==> src/rtl/iir_filter.sv <==
// Second-order direct-form-I IIR: y = B0*x + B1*x1 + B2*x2 - A1*y1 - A2*y2, wrapped to DATA_WIDTH.
// Zero latency (y combinational from x and history); no handshake, advances one sample every clock.
module iir_filter #(
  parameter int                            DATA_WIDTH = 16,
  parameter logic signed [DATA_WIDTH-1:0]  B0 = DATA_WIDTH'(6),
  parameter logic signed [DATA_WIDTH-1:0]  B1 = DATA_WIDTH'(1),
  parameter logic signed [DATA_WIDTH-1:0]  B2 = DATA_WIDTH'(2),
  parameter logic signed [DATA_WIDTH-1:0]  A1 = DATA_WIDTH'(4),
  parameter logic signed [DATA_WIDTH-1:0]  A2 = DATA_WIDTH'(3)
) (
  input  logic                          clk,
  input  logic                          rst,
  input  logic signed [DATA_WIDTH-1:0]  x,
  output logic signed [DATA_WIDTH-1:0]  y
);

  // Five products of two DATA_WIDTH values summed: 2*DATA_WIDTH+3 bits never overflows.
  localparam int ACC_W = 2 * DATA_WIDTH + 3;

  localparam logic signed [ACC_W-1:0] B0_E = ACC_W'(B0);
  localparam logic signed [ACC_W-1:0] B1_E = ACC_W'(B1);
  localparam logic signed [ACC_W-1:0] B2_E = ACC_W'(B2);
  localparam logic signed [ACC_W-1:0] A1_E = ACC_W'(A1);
  localparam logic signed [ACC_W-1:0] A2_E = ACC_W'(A2);

  logic signed [DATA_WIDTH-1:0] x1_q, x2_q, y1_q, y2_q;
  logic signed [DATA_WIDTH-1:0] x1_d, x2_d, y1_d, y2_d;

  logic signed [ACC_W-1:0]            acc;
  logic        [ACC_W-DATA_WIDTH-1:0] acc_unused;
  logic signed [DATA_WIDTH-1:0]       y_wrap;

  always_comb begin
    acc = B0_E * ACC_W'(x)
        + B1_E * ACC_W'(x1_q)
        + B2_E * ACC_W'(x2_q)
        - A1_E * ACC_W'(y1_q)
        - A2_E * ACC_W'(y2_q);
  end

  // Modulo 2^DATA_WIDTH wrap: the upper accumulator bits are deliberately dropped.
  assign {acc_unused, y_wrap} = acc;

  always_comb begin
    x1_d = x;
    x2_d = x1_q;
    y1_d = y_wrap;
    y2_d = y1_q;
    y    = rst ? '0 : y_wrap;
  end

  always_ff @(posedge clk) begin
    if (rst) begin
      x1_q <= '0;
      x2_q <= '0;
      y1_q <= '0;
      y2_q <= '0;
    end else begin
      x1_q <= x1_d;
      x2_q <= x2_d;
      y1_q <= y1_d;
      y2_q <= y2_d;
    end
  end

endmodule

==> config.mk <==
export PLATFORM = sky130hd
export DESIGN_NAME = iir_filter
export DESIGN_NICKNAME = d
export VERILOG_FILES = /design/src/rtl/iir_filter.sv
export SDC_FILE = /design/constraint.sdc
export NUM_CORES = 1
export LEC_CHECK = 0
export CORE_UTILIZATION = 50
export CTS_BUF_LIST = sky130_fd_sc_hd__clkbuf_16
export CTS_CLUSTER_SIZE = 30
export DETAILED_ROUTE_END_ITERATION = 10
export PLACE_DENSITY_LB_ADDON = 0.15
export RECOVER_POWER = 25
export SYNTH_ARGS = -nofsm -noshare
export SYNTH_HDL_FRONTEND = slang
export SYNTH_SLANG_ARGS = --single-unit
==> constraint.sdc <==
create_clock -name clk -period 9.1 [get_ports clk]
set_clock_uncertainty 0.05 [all_clocks]
set_input_delay 1.365 -clock clk [delete_from_list [all_inputs] [get_ports clk]]
set_output_delay 1.365 -clock clk [all_outputs]
set_load 0.02 [all_outputs]
==> impl_metrics.ini <==
[place]
hpwl_mm = 6.59
routabilityCongestion = 0.791
port_buffers = 33
dp_cells = 592

[die]
die-area_mm2 = 0.00969
core_area_mm2 = 0.00885
placementRows = 34
die_h_um = 98.4
ios = 34
initial_core_util = 0.526
fp.dieW_um = 98.4

[setup_path]
critPathMaxFanout = 4
worst_ep_arrival_time_ps = 7310
path_class = in -> out
cp-end-kind = output pin
cp-start-kind = input pin
critical_path_required_ps = 7690

[logic_synthesis]
synth_top_cell_area_share = 0.271
synth_flop_cell = dfxtp_1
synth_seq_cells = 63
syn_inst = 457
synth_enable_flop_cells = 0
synth_top_family_by_area = adder cells
yosysSeqAreaShare = 0.271
synth.area.mux_share = 0.00215
synth_top_cell_by_area = dfxtp_1
avgSynthCellArea_um2 = 10.2
synth_area_mm2 = 0.00465
synthAdderAreaFrac = 0.393
synth-xor-area-share = 0.0678
async_flop_share = 0
syn_nets = 588
yosys_warnings = 0
synth.area.top_cells = dfxtp_1, fa_1, ha_1, inv_1, nor2b_1
ys_types = 37
synthSimpleGateAreaFrac = 0.115
synth_compound_area_frac = 0.0748

[timing]
fin_crit_sh = 0.959
worst-slew-pin-transition_ps = 654
rsz0062_at_grt = no
finalCriticalPeriod_ps = 8730
slew_viol_final = 0
fmax_ghz = 0.115
finalHoldViolCount = 0
max-slew-margin-rel = 0.564
setup_tns_ps = 0
setup_viol = 0
whs_ps = 385

[hold_path]
min_path_type = reg -> reg

[final_layout]
final_layout_size_suffix_gt1_frac = 0.0420
finish.utilization = 0.610
fin_nets = 626
diodes = 0
fillCellCount = 783
area_growth_pct = 16.0
instances_no_fill = 608

[clock_network]
hold_buffers = 0
clkSlewWorstSetupHoldPaths_ps = 50
cts.sinks = 63
cts_max_path_buffers = 2
clock_latency_ps = 330
cts-buffers-inserted = 9
cts_tree = done
htreeDepth = 3
cts_root_buffer = clkbuf_16
cts_setup_buffers = 0

[route]
num_vias = 2949
dr.pass1.iters = 6
viasPerCell = 4.85
drt_iter0_drc = 57
routedWlPerCell_um = 13.4
ant_nets = 0
postRouteWirelength_mm = 8.14
drc = 0

[global_routing]
grtUsageTotal = 0.196
grt_first_pass_wirelength_mm = 14.5
overflow = 0
grt_start_max_net_pins = 64
grt_pass1_vias = 3133
grt_antenna_before_repair = 0

[status]
status = finished, final reports clean

[run]
timing.max_cap.violations = 0
-- cells in the final DEF (no fill, tap or decap), types with 3 or more instances in the layout --
cell,count
clkbuf_16,9
a211oi_1,3
xnor2_1,25
nor2b_1,49
xor2_1,11
o21ai_1,4
inv_1,90
dfxtp_1,63
ha_1,58
o21a_1,10
clkdlybuf4s50_1,30
o21ai_0,7
a21oi_1,8
a21o_1,6
fa_1,55
nor2_1,27
nand2_1,10
-- cell type report --
type	instances	area [um2]	area share
Clock inverter	7	66.3	0.0123
Sequential cell	63	1260	0.234
Multi-Input combinational cell	299	3040	0.563
Tap cell	108	135	0.0250
Inverter	88	330	0.0612
Timing Repair Buffer	34	338	0.0626
Clock buffer	9	225	0.0417
-- sequential cells by signal, indices dropped and copies added (netlist names) --
| signal | count |
|---|---|
| x1_q | 16 |
| y1_q | 16 |
| y2_q | 16 |
| x2_q | 15 |
-- worst paths after layout --
check	cells past startpoint	slack [ps]	end	startpoint
min	1	380	y2_q[15]$_SDFF_PP0_	y1_q[15]$_DFF_P_
min reg2reg	1	380	y2_q[15]$_SDFF_PP0_	y1_q[15]$_DFF_P_
max	20	370	y[12]	x[2]
max reg2reg	15	4680	y1_q[11]$_DFF_P_	y2_q[2]$_SDFF_PP0_
-- layer usage --
metal / vias up / wire length (um) / track usage
met1: 1395 / 3720 / 0.248
li1: 1510 / - / -
met3: 10 / 216 / 0.0418
met5: - / 0 / 0
met2: 34 / 4090 / 0.330
met4: 0 / 111 / 0.0758
-- worst max-delay path: stages --
cell and delay, ps:
clkdlybuf4s50_1 530, ha_1 250, ha_1 230, fa_1 430
a21o_1 200, a211oi_1 240, nor2_1 110, fa_1 500
inv_1 50, fa_1 460, fa_1 560, inv_1 40
ha_1 230, or3_1 370, or3_1 320, o22ai_1 310
o21ai_1 160, xnor2_1 150, nor2_1 180, clkdlybuf4s50_1 640
-- metrics by stage --
stage	instance area [um2]	worst slack, ps
after detailed placement	5090	179
after floorplan	4650	1380
final	5400	374
after global placement	5090	221
after CTS	5380	128
after global routing	5400	16.5
-- kinds of logic (layout without fill, tap and decap cells) --
logic type / after synthesis / count (layout)
AND/OR/NAND/NOR: 99 / 99
multiplexers: 1 / 1
AO/OA/AOI/OAI: 50 / 50
adder cells (fa/ha/maj): 113 / 113
XOR/XNOR: 36 / 36
buffers and inverters: 95 / 138
flip-flops: 63 / 63
-- timing repair --
action | 4_1_cts | 5_1_grt
gates resized for setup | 0 | 4
endpoints found under the hold margin | 0 | 0
endpoints found under the setup margin | 0 | 3
-- synth_stat cells, types with 2 or more instances --
library cell / number
and3_1: 2
xor2_1: 11
fa_1: 55
nand2_1: 10
or3_1: 2
xnor2_1: 25
a31oi_1: 2
a21o_1: 6
a211oi_1: 3
nand3_1: 2
nor2_1: 27
o21ai_1: 4
clkbuf_1: 7
nor2b_1: 49
inv_1: 88
a21oi_1: 8
ha_1: 58
dfxtp_1: 63
o21a_1: 10
o21ai_0: 7
nor3_1: 2
Power is not shown: default switching activity piles up to over one toggle a cycle in this logic, so the estimate is an artifact.
